**config.mk**
```make
export PLATFORM = sky130hd
export DESIGN_NAME = bist_pattern_gen_flat
export DESIGN_NICKNAME = d
export VERILOG_FILES = /design/src/rtl/bist_pkg.sv /design/src/rtl/bist_pattern_gen_if.sv /design/src/rtl/dff_ar.sv /design/src/rtl/lfsr4_gen.sv /design/src/rtl/bist_pattern_gen.sv /design/src/flat_wrapper.sv
export SDC_FILE = /design/constraint.sdc
export NUM_CORES = 1
export LEC_CHECK = 0
export BUFFER_PORTS_ARGS = -buffer_cell sky130_fd_sc_hd__buf_2
export CAP_MARGIN = 20
export CORE_ASPECT_RATIO = 1.2
export CORE_MARGIN = 5
export CORE_UTILIZATION = 26
export DETAILED_ROUTE_END_ITERATION = 8
export GPL_ROUTABILITY_DRIVEN = 0
export SYNTH_ARGS = -nofsm -noshare
export SYNTH_HDL_FRONTEND = slang
export SYNTH_SLANG_ARGS = --single-unit
```
**constraint.sdc**
```tcl
create_clock -name clk -period 2.8 [get_ports clk]
set_input_delay 0.7 -clock clk [delete_from_list [all_inputs] [get_ports clk]]
set_output_delay 0.7 -clock clk [all_outputs]
set_load 0.02 [all_outputs]
```
**src/rtl/bist_pkg.sv**
```systemverilog
// bist_pkg: shared types, widths and LFSR step function for the BIST pattern generator
package bist_pkg;
   localparam int LFSR_W = 4;
   localparam int CNT_W = 4;
   localparam logic [LFSR_W-1:0] TAP = 4'b0011;
   typedef enum logic [2:0] {IDLE, LOAD, RUN, SETTLE, DONE} state_t;
   function automatic logic [LFSR_W-1:0] lfsr_step(input logic [LFSR_W-1:0] s);
      return {s[LFSR_W-2:0], 1'b0} ^ (s[LFSR_W-1] ? TAP : '0);
   endfunction
endpackage

```
**src/rtl/bist_pattern_gen_if.sv**
```systemverilog
// bist_pattern_gen_if: sequencer/SISR-facing signals of the pattern generator
//   slave : start, sig, golden in; pattern, so, pat_valid, sisr_rst_b, busy, done, pass out
interface bist_pattern_gen_if;
   import bist_pkg::*;
   logic              start;
   logic [LFSR_W-1:0] sig;
   logic [LFSR_W-1:0] golden;
   logic [LFSR_W-1:0] pattern;
   logic              so;
   logic              pat_valid;
   logic              sisr_rst_b;
   logic              busy;
   logic              done;
   logic              pass;
   modport slave (input start, sig, golden, output pattern, so, pat_valid, sisr_rst_b, busy, done, pass);
   modport master (output start, sig, golden, input pattern, so, pat_valid, sisr_rst_b, busy, done, pass);
endinterface

```
**src/rtl/dff_ar.sv**
```systemverilog
// dff_ar: D flip-flop with asynchronous active-low reset to RST_VAL
//   clk, rst_b in; d in; q out
module dff_ar #(
   parameter int W = 1,
   parameter logic [W-1:0] RST_VAL = '0
) (
   input  logic         clk,
   input  logic         rst_b,
   input  logic [W-1:0] d,
   output logic [W-1:0] q
);
   always_ff @(posedge clk or negedge rst_b)
      if (!rst_b) q <= RST_VAL;
      else q <= d;
endmodule

```
**src/rtl/lfsr4_gen.sv**
```systemverilog
// lfsr4_gen: autonomous Galois LFSR (x^4+x+1) with synchronous load and step enable
//   clk, rst_b in; load, load_val, en in; q out (resets to SEED)
module lfsr4_gen import bist_pkg::*; #(
   parameter logic [LFSR_W-1:0] SEED = 4'b0001
) (
   input  logic              clk,
   input  logic              rst_b,
   input  logic              load,
   input  logic [LFSR_W-1:0] load_val,
   input  logic              en,
   output logic [LFSR_W-1:0] q
);
   logic [LFSR_W-1:0] lfsr_d;
   assign lfsr_d = load ? load_val : en ? lfsr_step(q) : q;
   for (genvar i = 0; i < LFSR_W; i++) begin : g_ff
      dff_ar #(.W(1), .RST_VAL(SEED[i])) u_ff (.clk(clk), .rst_b(rst_b), .d(lfsr_d[i]), .q(q[i]));
   end
endmodule

```
**src/rtl/bist_pattern_gen.sv**
```systemverilog
// bist_pattern_gen: LFSR stimulus source and signature compare for the SISR BIST loop
//   clk, rst_b in; bus (slave modport) carries start/sig/golden in and pattern/so/pat_valid/
//   sisr_rst_b/busy/done/pass out. All status outputs are registered from the next state.
module bist_pattern_gen import bist_pkg::*; #(
   parameter logic [LFSR_W-1:0] SEED = 4'b0001,
   parameter int N_PATTERNS = 15
) (
   input  logic               clk,
   input  logic               rst_b,
   bist_pattern_gen_if.slave  bus
);
   if (SEED == '0 || N_PATTERNS < 1 || N_PATTERNS > 15) begin : g_bad_param
      $error("bist_pattern_gen: SEED must be non-zero and N_PATTERNS within 1..15");
   end
   localparam logic [CNT_W-1:0] LAST = CNT_W'(N_PATTERNS - 1);
   state_t            state_q, state_d;
   logic [CNT_W-1:0]  cnt_q, cnt_d;
   logic              pass_q, pass_d;
   logic              pat_valid_q, sisr_rst_b_q, busy_q, done_q;
   logic              lfsr_load, lfsr_en;
   logic [LFSR_W-1:0] lfsr;
   lfsr4_gen #(.SEED(SEED)) u_lfsr (
      .clk(clk), .rst_b(rst_b), .load(lfsr_load), .load_val(SEED), .en(lfsr_en), .q(lfsr)
   );
   always_comb begin
      state_d = state_q;
      cnt_d = cnt_q;
      pass_d = pass_q;
      lfsr_load = 1'b0;
      lfsr_en = 1'b0;
      case (state_q)
         IDLE: begin
            state_d = bus.start ? LOAD : IDLE;
            pass_d = bus.start ? 1'b0 : pass_q;
         end
         LOAD: begin
            state_d = RUN;
            cnt_d = '0;
            lfsr_load = 1'b1;
         end
         RUN: begin
            lfsr_en = 1'b1;
            cnt_d = cnt_q + 1'b1;
            state_d = (cnt_q == LAST) ? SETTLE : RUN;
         end
         SETTLE: begin
            state_d = DONE;
            pass_d = (bus.sig == bus.golden);
         end
         DONE: state_d = bus.start ? DONE : IDLE;
         default: state_d = IDLE;
      endcase
   end
   always_ff @(posedge clk or negedge rst_b)
      if (!rst_b) begin
         state_q <= IDLE;
         cnt_q <= '0;
         pass_q <= 1'b0;
         pat_valid_q <= 1'b0;
         sisr_rst_b_q <= 1'b1;
         busy_q <= 1'b0;
         done_q <= 1'b0;
      end else begin
         state_q <= state_d;
         cnt_q <= cnt_d;
         pass_q <= pass_d;
         pat_valid_q <= (state_d == RUN);
         sisr_rst_b_q <= (state_d != LOAD);
         busy_q <= (state_d inside {LOAD, RUN, SETTLE});
         done_q <= (state_d == DONE);
      end
   assign bus.pattern = lfsr;
   assign bus.so = lfsr[0];
   assign bus.pat_valid = pat_valid_q;
   assign bus.sisr_rst_b = sisr_rst_b_q;
   assign bus.busy = busy_q;
   assign bus.done = done_q;
   assign bus.pass = pass_q;
endmodule
```
**src/flat_wrapper.sv**
```systemverilog
// flat-port wrapper written by rule: the top's interface ports become plain ports
module bist_pattern_gen_flat import bist_pkg::*;
#(
   parameter logic [LFSR_W-1:0] SEED = 4'b0001,
   parameter int N_PATTERNS = 15
)
  (clk, rst_b, bus_start, bus_sig, bus_golden, bus_pattern, bus_so, bus_pat_valid, bus_sisr_rst_b, bus_busy, bus_done, bus_pass);
  bist_pattern_gen_if bus_i ();
  input  logic clk;
  input  logic rst_b;
  input wire logic [$bits(bus_i.start)-1:0] bus_start;
  input wire logic [$bits(bus_i.sig)-1:0] bus_sig;
  input wire logic [$bits(bus_i.golden)-1:0] bus_golden;
  output wire logic [$bits(bus_i.pattern)-1:0] bus_pattern;
  output wire logic [$bits(bus_i.so)-1:0] bus_so;
  output wire logic [$bits(bus_i.pat_valid)-1:0] bus_pat_valid;
  output wire logic [$bits(bus_i.sisr_rst_b)-1:0] bus_sisr_rst_b;
  output wire logic [$bits(bus_i.busy)-1:0] bus_busy;
  output wire logic [$bits(bus_i.done)-1:0] bus_done;
  output wire logic [$bits(bus_i.pass)-1:0] bus_pass;
  assign bus_i.start = bus_start;
  assign bus_i.sig = bus_sig;
  assign bus_i.golden = bus_golden;
  assign bus_pattern = bus_i.pattern;
  assign bus_so = bus_i.so;
  assign bus_pat_valid = bus_i.pat_valid;
  assign bus_sisr_rst_b = bus_i.sisr_rst_b;
  assign bus_busy = bus_i.busy;
  assign bus_done = bus_i.done;
  assign bus_pass = bus_i.pass;
  bist_pattern_gen #(.SEED(SEED), .N_PATTERNS(N_PATTERNS)) u_core (.clk(clk), .rst_b(rst_b), .bus(bus_i));
endmodule
```
==> impl_summary.log, run 1 <==
INFO  metric outcome = complete, no violations
INFO  metric cp-start-kind = register
INFO  metric power_leakage = 0.437 nW
INFO  metric drt-vias-per-instance = 4.98
INFO  metric critical_path.slowest_cell = sky130_fd_sc_hd__dfstp_2
INFO  metric post_synth_instance_area = about 840 um^2
INFO  metric maxCapViolCount = 0
INFO  metric fmax = 578 MHz
INFO  metric worst-path-max-fanout = 5
INFO  metric core-area = roughly 3000 um^2
INFO  metric netlist_top_cells_area = sky130_fd_sc_hd__dfrtp_1 42%, sky130_fd_sc_hd__dfstp_2 6.3%, sky130_fd_sc_hd__o21ai_1 4.8%
INFO  metric pwr-share-comb = between 40 and 50%
INFO  metric yosysMostFrequentCell = sky130_fd_sc_hd__dfrtp_1
INFO  metric design.die.area = about 4500 um^2
INFO  metric postCtsResizedCells = 0
INFO  metric post_synthesis_mux_area_share = ~1.2%
INFO  metric cts_inserted_buffers = 3
INFO  metric critical_path_class = register to primary output
INFO  metric setup_viol = 0
INFO  metric worst-endpoint-required = 2.10 ns
INFO  metric critical-path-max-stage-delay = 0.58 ns
INFO  metric drc_errors = 0
INFO  metric cts_hold_buf = 0
INFO  metric yosysTopAreaCell = sky130_fd_sc_hd__dfrtp_1
INFO  metric cts_tree = built
INFO  metric postRouteAntennaNets = 0
INFO  metric hp-class = input pin to async pin
INFO  metric syn-instance-count = 81
INFO  metric fin_setup_tns = 0 ns
INFO  metric grt_start_max_net_pins = 23
INFO  metric slew_headroom = 56.3%
INFO  metric clock_tree.root_cell = sky130_fd_sc_hd__clkbuf_4
INFO  metric postSynthNetCount = 94
INFO  metric areaGrowthSynthToFinish = 15.4%
INFO  metric multiInputGateArea = 374 um^2
INFO  metric synth_register_bits = 16
INFO  metric crit_path_end_kind = primary output
INFO  metric grt.overflow.total = 0
INFO  metric cpLargestDelayFamily = flip-flops
INFO  metric final-hold-violation-count = 0
INFO  metric portBuffers = 20
INFO  metric num-fill-cells = about 330
INFO  metric synth_top_family_by_area = compound AO/OA/AOI/OAI gates
INFO  metric cell_chain_critical_path = buf_2
INFO  metric clock_insertion_delay_worst_skew = 0.28 ns
INFO  metric clkTransAtPathRegs = roughly 0.1 ns
INFO  metric synth_enable_flop_cells = 0
INFO  metric timing.final.crit_period = around 1.7 ns
INFO  metric netSwitchingPower = 0.000444 W
INFO  metric yosysUniqueCellTypes = 33
INFO  metric grt_setup_unrepaired = no
INFO  metric io_pins = 21
INFO  metric die_h = 72.2 um
INFO  metric synthDominantCellAreaShare = approximately two fifths
INFO  metric cts-htree-levels = 1
INFO  metric total_detailed_routing_wirelength = 1.73 mm
INFO  metric gr-usage-all-layers = under 10%
INFO  metric grt_pass1_vias = a little over 600
INFO  metric setup.reg_to_reg.worst_slack = approximately 1.3 ns
INFO  metric peakVddDrop = 526 uV
INFO  metric fin_nets = 111
INFO  metric initialDrtViolationCount = 19
INFO  metric layout_worst_path_cycle_share = 61.8%
INFO  metric slew_viol_final = 0
INFO  metric drive_above_1_share = 30.9%
INFO  metric post-place-cells = approximately 130
INFO  metric power_frac_clock = between 10% and 20%
INFO  metric intPower = roughly 0.0006 W
INFO  metric cts_buffer_depth = 2
INFO  metric yosysWarnings = 0
INFO  metric p_per_area = about 1100 nW/um^2
INFO  metric area.sequential = 403 um^2
INFO  metric synth-seq-area-share = between 40% and 50%
INFO  metric first_pass_iters = 5
INFO  metric dr_total_vias = 663
INFO  metric grt_antenna_before_repair = 0
INFO  metric synthTopCellsByCount = 14 x sky130_fd_sc_hd__dfrtp_1, 8 x sky130_fd_sc_hd__o21ai_1, 6 x sky130_fd_sc_hd__nand2_1
INFO  metric synth-async-reset-ratio = 100%
INFO  metric hold_slack = approximately 0.31 ns
INFO  metric final_critical_path_setup_slack = 1.07 ns
INFO  metric antenna-diode-count = 0
INFO  metric synth-xor-area-share = 5.23%
INFO  metric detailedPlace.worstSlack = around 1.2 ns
INFO  metric floorplan.initialDensity = 27.2%
INFO  metric drt-wirelength-per-cell = roughly 13 um
INFO  metric critical_path.n_buffers_inverters = 1
INFO  metric top_reg_cell_synth = sky130_fd_sc_hd__dfrtp_1
INFO  metric tightest_slew = around 0.66 ns
INFO  metric tritoncts_num_sinks = 16
INFO  metric dp_hpwl = around 1.2 mm
INFO  metric grt_pass1_wl = between 2 and 3 mm
INFO  metric arrival_time_at_the_worst_endpoint = 1.03 ns
INFO  metric seq_power_share = about 45%
INFO  metric finalClockSkew = 0.000854 ns
INFO  metric std_cell_rows = 22
INFO  metric synth_simple_gate_area_share = 14.2%
INFO  metric fp.dieW = 61.8 um
INFO  metric cts_post_setup_buffers_inserted = 0
INFO  metric synthAdderAreaFrac = ~3.0%
INFO  metric synth_compound_gate_area_share = between 20% and 30%
INFO  metric power.switching_fraction = between 40% and 50%
INFO  metric stdcell_count = between 100 and 150
INFO  metric synth.avg_cell_area = approximately 10 um^2
[power by group through the flow]
stage / registers, W / clock network (W) / logic, W
finish: 0.000460 / 0.000153 / 0.000420
global route: 0.000480 / 0.000165 / 0.000480
CTS: 0.000457 / 0.000159 / 0.000424
detailed placement: 0.000462 / 0 / 0.000423
global placement: 0.000458 / 0 / 0.000416
floorplan: 0.000436 / 0 / 0.000362
[layout make-up]
| type | count | share of cell area (%) |
|---|---|---|
| multi-input cells | 55 | 38.7 |
| well taps | 36 | 4.66 |
| clock buffers | 4 | 3.76 |
| flip-flops and latches | 16 | 41.7 |
| inverters | 2 | 0.777 |
| repair buffers | 20 | 10.4 |
[state kept, by name, summed over array words and instances (netlist names)]
register	cells
u_core.cnt_q	4
u_core.u_lfsr.g_ff.u_ff.q	4
u_core.state_q	3
u_core.bus.busy	1
u_core.bus.done	1
u_core.bus.pass	1
u_core.bus.pat_valid	1
u_core.bus.sisr_rst_b	1
[kinds of logic (layout without fill, tap and decap cells)]
family,Yosys count,in the layout
fa+ha+maj,2,2
mux,1,1
buf+inv,10,26
simple gates,20,20
compound gates,27,27
xor+xnor,5,5
flops,16,16
[layout by cell type, fill, tap and decap left out, types with 2 or more instances in the layout]
| cell type | n |
|---|---|
| sky130_fd_sc_hd__a21oi_1 | 5 |
| sky130_fd_sc_hd__a22oi_1 | 4 |
| sky130_fd_sc_hd__buf_2 | 20 |
| sky130_fd_sc_hd__clkbuf_4 | 3 |
| sky130_fd_sc_hd__dfrtp_1 | 14 |
| sky130_fd_sc_hd__dfstp_2 | 2 |
| sky130_fd_sc_hd__ha_1 | 2 |
| sky130_fd_sc_hd__nand2_1 | 6 |
| sky130_fd_sc_hd__nand2b_1 | 3 |
| sky130_fd_sc_hd__nor3_1 | 2 |
| sky130_fd_sc_hd__o21ai_1 | 8 |
| sky130_fd_sc_hd__o22a_1 | 2 |
| sky130_fd_sc_hd__o31ai_1 | 2 |
| sky130_fd_sc_hd__xnor2_1 | 4 |
[per-stage QoR]
stage	power, W	utilization [%]	cell area (um^2)
CTS	0.00104	31.3	966
finish	0.00103	31.3	966
floorplan	0.000798	-	837
detailed placement	0.000885	30.2	930
global placement	0.000874	30.2	930
global route	0.00112	31.3	966
[final timing paths]
path	from	end	cells past startpoint
hold / removal	rst_b	u_core.u_lfsr.g_ff[3].u_ff.q$_DFFE_PN0P_	1
max in group asynchronous	rst_b	u_core.bus.sisr_rst_b$_DFF_PN1_	1
min in group clk	u_core.bus.pass$_DFFE_PN0P_	u_core.bus.pass$_DFFE_PN0P_	2
setup reg to reg	u_core.state_q[0]$_DFF_PN0_	u_core.bus.pass$_DFFE_PN0P_	3
setup / recovery	u_core.u_lfsr.g_ff[0].u_ff.q$_DFFE_PN1P_	bus_pattern[0]	1
hold reg to reg	u_core.bus.pass$_DFFE_PN0P_	u_core.bus.pass$_DFFE_PN0P_	2
[routing by layer]
metal / global-route usage (%) / vias up / wire length, um
li1: - / 330 / -
met1: 10.6 / 312 / 775
met2: 13.2 / 17 / 837
met3: 2.14 / 4 / 75
met4: 3.77 / 0 / 38
met5: 0 / - / 0
Note: power is estimated with default switching activity, not from simulation.
==> inputs of run 2 (changes only) <==
==> constraint.sdc (replaced) <==
create_clock -name clk -period 1.5 [get_ports clk]
set_input_delay 0.375 -clock clk [delete_from_list [all_inputs] [get_ports clk]]
set_output_delay 0.375 -clock clk [all_outputs]
set_load 0.02 [all_outputs]
==> run 2 against run 1 <==
  * Die area stayed put
  * Clock skew is 0.011 ns higher
  * Routed wire length up 2.7%
  * Sequential share of layout area fell by 0.79 points
==> impl_summary.log, run 2 (same netlist as run 1, synthesis figures left out) <==
INFO  metric drive_above_1_share = approximately a third
INFO  metric postRouteAntennaNets = 0
INFO  metric dr_total_vias = just under 700
INFO  metric total_detailed_routing_wirelength = 1.77 mm
INFO  metric final-hold-violation-count = 0
INFO  metric num-fill-cells = 341
INFO  metric crit_path_end_kind = primary output
INFO  metric fin_nets = 115
INFO  metric grt_pass1_vias = 659
INFO  metric clock_insertion_delay_worst_skew = ~0.3 ns
INFO  metric outcome = complete, no violations
INFO  metric cts_inserted_buffers = 3
INFO  metric fp.dieW = between 60 and 70 um
INFO  metric tritoncts_num_sinks = 16
INFO  metric power_leakage = ~0.45 nW
INFO  metric grt.overflow.total = 0
INFO  metric cell_chain_critical_path = buf_2
INFO  metric critical_path.slowest_cell = sky130_fd_sc_hd__dfstp_2
INFO  metric worst-path-max-fanout = 5
INFO  metric crit_path_start = u_core.u_lfsr.g_ff[0].u_ff.q$_DFFE_PN1P_
INFO  metric slew_headroom = 75.2%
INFO  metric postCtsResizedCells = 0
INFO  metric clock_tree.root_cell = sky130_fd_sc_hd__clkbuf_4
INFO  metric maxCapViolCount = 0
INFO  metric cts-htree-levels = 1
INFO  metric topRoutingLayerUsed = met4
INFO  metric p_per_area = 1960 nW/um^2
INFO  metric critical-path-max-stage-delay = 0.59 ns
INFO  metric drt-wirelength-per-cell = roughly 13 um
INFO  metric timing.hold.worst.start = bus_start
INFO  metric cts_buffer_depth = 2
INFO  metric grt_start_max_net_pins = 22
INFO  metric area.sequential = 403 um^2
INFO  metric critical_path.n_buffers_inverters = 1
INFO  metric cp-start-kind = register
INFO  metric met3_length = 74 um
INFO  metric tightest_slew = 0.372 ns
INFO  metric io_pins = 21
INFO  metric startpoint_of_the_worst_slack_reg_to_reg_timing_path = u_core.state_q[1]$_DFF_PN0_
INFO  metric areaGrowthSynthToFinish = 17.6%
INFO  metric clkTransAtPathRegs = about 0.1 ns
INFO  metric cpLargestDelayFamily = flip-flops
INFO  metric gr-usage-all-layers = under 10%
INFO  metric cts_post_setup_buffers_inserted = 0
INFO  metric peakVddDrop = between 800 and 900 uV
INFO  metric timing.final.crit_period = approximately 1.4 ns
INFO  metric arrival_time_at_the_worst_endpoint = around 1.1 ns
INFO  metric portBuffers = 20
INFO  metric hp-class = input pin to register
INFO  metric drt-vias-per-instance = 4.98
INFO  metric slew_viol_final = 0
INFO  metric grt_setup_unrepaired = no
INFO  metric finalClockSkew = roughly 0.012 ns
INFO  metric post-place-cells = 132
INFO  metric antenna-diode-count = 0
INFO  metric first_pass_iters = 4
INFO  metric layout_top_registers = u_core.cnt_q (4), u_core.u_lfsr.g_ff.u_ff.q (4), u_core.state_q (3)
INFO  metric dp_hpwl = 1.29 mm
INFO  metric core-area = around 3100 um^2
INFO  metric critical_path_class = register to primary output
INFO  metric cts_tree = built
INFO  metric met2_length = approximately 880 um
INFO  metric fin_setup_tns = 0 ns
INFO  metric grt_antenna_before_repair = 0
INFO  metric layout.cells.most_common = sky130_fd_sc_hd__buf_2
INFO  metric commonest_cells_after_routing_fill_and_taps_aside = 20 x sky130_fd_sc_hd__buf_2, 14 x sky130_fd_sc_hd__dfrtp_1, 8 x sky130_fd_sc_hd__o21ai_1
INFO  metric fmax = about 700 MHz
INFO  metric die_h = between 70 and 80 um
INFO  metric route.layer.met1.wl = 764 um
INFO  metric drc_errors = 0
INFO  metric std_cell_rows = 22
INFO  metric multiInputGateArea = 374 um^2
INFO  metric cts_hold_buf = 1
INFO  metric stdcell_count = around 140
INFO  metric setup_viol = 0
INFO  metric layout_worst_path_cycle_share = between 90% and 100%
INFO  metric design.die.area = 4460 um^2
INFO  metric initialDrtViolationCount = 7
INFO  metric grt_pass1_wl = just under 3 mm
INFO  metric floorplan.initialDensity = a little over a quarter
INFO  metric worst-endpoint-required = approximately 1.1 ns
[run 2: cell types whose count changed in the layout (fill, tap and decap cells not counted)]
cell | before | now
sky130_fd_sc_hd__clkbuf_8 | 1 | 0
sky130_fd_sc_hd__dlygate4sd3_1 | 0 | 1
sky130_fd_sc_hd__buf_4 | 0 | 3
[run 2: report_power, final]
group / switching (W) / internal (W)
Sequential: 0.000139 / 0.000611
Combinational: 0.000560 / 0.000386
Clock: 0.000138 / 0.0000935
[run 2: final timing paths]
path | end | slack [ns] | cells past startpoint
setup / recovery | bus_pattern[0] | 0.06 | 1
hold / removal | u_core.bus.busy$_DFF_PN0_ | 0.36 | 3
setup reg to reg | u_core.u_lfsr.g_ff[2].u_ff.q$_DFFE_PN0P_ | 0.25 | 4
hold reg to reg | u_core.bus.pass$_DFFE_PN0P_ | 0.52 | 2
max in group asynchronous | u_core.bus.sisr_rst_b$_DFF_PN1_ | 0.67 | 2
min in group asynchronous | u_core.cnt_q[1]$_DFFE_PN0P_ | 0.50 | 2
[run 2: worst reg2reg max path, cell delays in order (launching register included)]
cell                      delay, ns
sky130_fd_sc_hd__dfrtp_1       0.46
sky130_fd_sc_hd__buf_4         0.20
sky130_fd_sc_hd__nor2b_1       0.26
sky130_fd_sc_hd__a22oi_1       0.13
sky130_fd_sc_hd__o21ai_1       0.14
[run 2: through the flow]
step	setup WS [ns]	power, W	cell area [um^2]	utilization (%)	hold WS, ns
2_1_floorplan	0.312	0.00149	837	-	0.0794
3_3_place_gp	0.282	0.00169	952	30.9	0.311
3_5_place_dp	0.272	0.00171	952	30.9	0.319
4_1_cts	0.0577	0.00195	985	31.9	0.363
5_1_grt	0.0108	0.00208	985	31.9	0.359
6_report	0.0644	0.00193	985	31.9	0.364
[run 2: area by class of cell]
type	instances	area share, %
Clock buffer	3	2.29
Inverter	2	0.762
Multi-Input combinational cell	55	38.0
Tap cell	36	4.57
Sequential cell	16	40.9
Timing Repair Buffer	24	13.5
[run 2: layer usage]
layer / track usage, % / up-vias
met5: 0 / -
met2: 13.9 / 14
li1: - / 334
met4: 4.95 / 0
met1: 10.6 / 324
met3: 2.49 / 5
==> inputs of run 3 (changes only) <==
--- a/config.mk
+++ b/config.mk
@@ -7,11 +7,14 @@
 export LEC_CHECK = 0
 export BUFFER_PORTS_ARGS = -buffer_cell sky130_fd_sc_hd__buf_2
 export CAP_MARGIN = 20
+export CELL_PAD_IN_SITES_DETAIL_PLACEMENT = 1
+export CELL_PAD_IN_SITES_GLOBAL_PLACEMENT = 2
 export CORE_ASPECT_RATIO = 1.2
 export CORE_MARGIN = 5
 export CORE_UTILIZATION = 26
 export DETAILED_ROUTE_END_ITERATION = 8
 export GPL_ROUTABILITY_DRIVEN = 0
+export PLACE_DENSITY_LB_ADDON = 0.1
 export SYNTH_ARGS = -nofsm -noshare
 export SYNTH_HDL_FRONTEND = slang
 export SYNTH_SLANG_ARGS = --single-unit
==> run 3 against run 2 <==
  * The flow now finishes with violations (hold timing)
  * Global-route usage grew 1.3 points
  * Setup slack better by 0.030 ns
  * Total power up 1.3%
  * Worst hold slack worse by 0.37 ns
  * Largest cell class unchanged
==> impl_summary.log, run 3 (same netlist as run 1, synthesis figures left out) <==
INFO  metric outcome = finished with violations
INFO  metric violated_checks = hold timing
INFO  metric grt_start_max_net_pins = 22
INFO  metric dr_total_vias = between 600 and 700
INFO  metric clock_tree.root_cell = sky130_fd_sc_hd__clkbuf_4
INFO  metric core-area = slightly above 3000 um^2
INFO  metric postRouteAntennaNets = 0
INFO  metric drt-wirelength-per-cell = ~14 um
INFO  metric critical_path.slowest_cell = sky130_fd_sc_hd__dfstp_2
INFO  metric floorplan.initialDensity = 27.2%
INFO  metric std_cell_rows = 22
INFO  metric grt_pass1_wl = ~3.4 mm
INFO  metric power_leakage = between 0.4 and 0.5 nW
INFO  metric tightest_slew = 0.374 ns
INFO  metric final-hold-violation-count = 14
INFO  metric post-layout-total-power = between 0.0015 and 0.002 W
INFO  metric stdcell_count = ~140
INFO  metric critical_path_class = register to primary output
INFO  metric cell_chain_critical_path = buf_2
INFO  metric cts-htree-levels = 1
INFO  metric worst-path-max-fanout = 5
INFO  metric cts_hold_buf = 0
INFO  metric drt-vias-per-instance = 4.89
INFO  metric postCtsResizedCells = 0
INFO  metric p_per_area = around 2000 nW/um^2
INFO  metric arrival_time_at_the_worst_endpoint = slightly above 1 ns
INFO  metric hold_slack = -0.0100 ns
INFO  metric fin_setup_tns = 0 ns
INFO  metric commonest_cells_after_routing_fill_and_taps_aside = 20 x sky130_fd_sc_hd__buf_2, 14 x sky130_fd_sc_hd__dfrtp_1, 8 x sky130_fd_sc_hd__o21ai_1
INFO  metric fmax = just over 700 MHz
INFO  metric timing.final.crit_period = between 1 and 1.5 ns
INFO  metric cts_buffer_depth = 2
INFO  metric layout_top_registers = u_core.cnt_q (4), u_core.u_lfsr.g_ff.u_ff.q (4), u_core.state_q (3)
INFO  metric grt.overflow.total = 0
INFO  metric setup_viol = 0
INFO  metric io_pins = 21
INFO  metric layout.cells.most_common = sky130_fd_sc_hd__buf_2
INFO  metric cts_inserted_buffers = 3
INFO  metric num-fill-cells = 381
INFO  metric peakVddDrop = 701 uV
INFO  metric cp-start-kind = register
INFO  metric slew_headroom = about three quarters
INFO  metric total_detailed_routing_wirelength = between 1.5 and 2 mm
INFO  metric fp.dieW = 61.8 um
INFO  metric areaGrowthSynthToFinish = 17.3%
INFO  metric layout_worst_path_cycle_share = between 90% and 100%
INFO  metric cpLargestDelayFamily = flip-flops
INFO  metric grt_pass1_vias = 749
INFO  metric hp-class = input pin to async pin
INFO  metric worst-endpoint-required = around 1.1 ns
INFO  metric tritoncts_num_sinks = 16
INFO  metric portBuffers = 20
INFO  metric maxCapViolCount = 0
INFO  metric cts_tree = built
INFO  metric dp_hpwl = ~1.4 mm
INFO  metric drc_errors = 0
INFO  metric antenna-diode-count = 0
INFO  metric design.die.area = between 4000 and 5000 um^2
INFO  metric slew_viol_final = 0
INFO  metric fin_nets = 115
INFO  metric critical_path.n_buffers_inverters = 1
INFO  metric grt_setup_unrepaired = no
INFO  metric critical-path-max-stage-delay = just under 0.6 ns
INFO  metric gr-usage-all-layers = 10.2%
INFO  metric finalClockSkew = between 0.0015 and 0.002 ns
INFO  metric dpl_cell_area = about 960 um^2
INFO  metric area.sequential = around 400 um^2
INFO  metric post-place-cells = 133
INFO  metric clkTransAtPathRegs = ~0.10 ns
INFO  metric first_pass_iters = 2
INFO  metric cts_post_setup_buffers_inserted = 0
INFO  metric initialDrtViolationCount = 3
INFO  metric design_area = 982 um^2
INFO  metric clock_insertion_delay_worst_skew = about 0.28 ns
INFO  metric crit_path_end_kind = primary output
INFO  metric grt_antenna_before_repair = 0
INFO  metric die_h = approximately 72 um
INFO  metric drive_above_1_share = between 30% and 40%
INFO  metric multiInputGateArea = 374 um^2
-- run 3: changes by cell type in the layout (fill, tap and decap cells not counted), sizes merged --
| cell | change |
|---|---|
| dlygate4sd3 | -1 |
| buf | +1 |
-- run 3: final timing paths --
path,start,end,slack [ns],cells past startpoint
min,rst_b,u_core.bus.pat_valid$_DFF_PN0_,-0.01,1
min in group clk,bus_start,u_core.bus.busy$_DFF_PN0_,0.35,3
max in group asynchronous,rst_b,u_core.u_lfsr.g_ff[0].u_ff.q$_DFFE_PN1P_,1.20,1
max reg2reg,u_core.state_q[2]$_DFF_PN0_,u_core.bus.pass$_DFFE_PN0P_,0.30,3
max,u_core.u_lfsr.g_ff[0].u_ff.q$_DFFE_PN1P_,bus_so,0.09,1
min reg2reg,u_core.bus.pass$_DFFE_PN0P_,u_core.bus.pass$_DFFE_PN0P_,0.53,2
-- run 3: layer usage --
metal  up-vias  share of wire (%)  track usage, %
li1        332                  -               -
met4         0                1.6            4.25
met1       322                 43            12.2
met5         -                  0               0
met2         7                 52            17.1
met3         4                2.5            2.14
-- run 3: final cells by class --
class / count / area share, %
flip-flops and latches: 16 / 41.0
multi-input cells: 55 / 38.1
repair buffers: 24 / 13.2
well taps: 36 / 4.59
clock buffers: 3 / 2.29
inverters: 2 / 0.764
-- run 3: report_power, final --
| part | leakage, nW | switching, W | internal [W] | total, W |
|---|---|---|---|---|
| registers | 0.203 | 0.000128 | 0.000611 | 0.000739 |
| clock network | 0.0138 | 0.000140 | 0.0000931 | 0.000233 |
| logic | 0.233 | 0.000582 | 0.000399 | 0.000980 |
-- run 3: metrics by stage --
stage,setup WS [ns],util [%]
after floorplan,0.312,-
after global placement,0.286,31.1
after detailed placement,0.268,31.1
after CTS,0.0723,31.9
after global routing,0.0402,31.9
final,0.0942,31.9
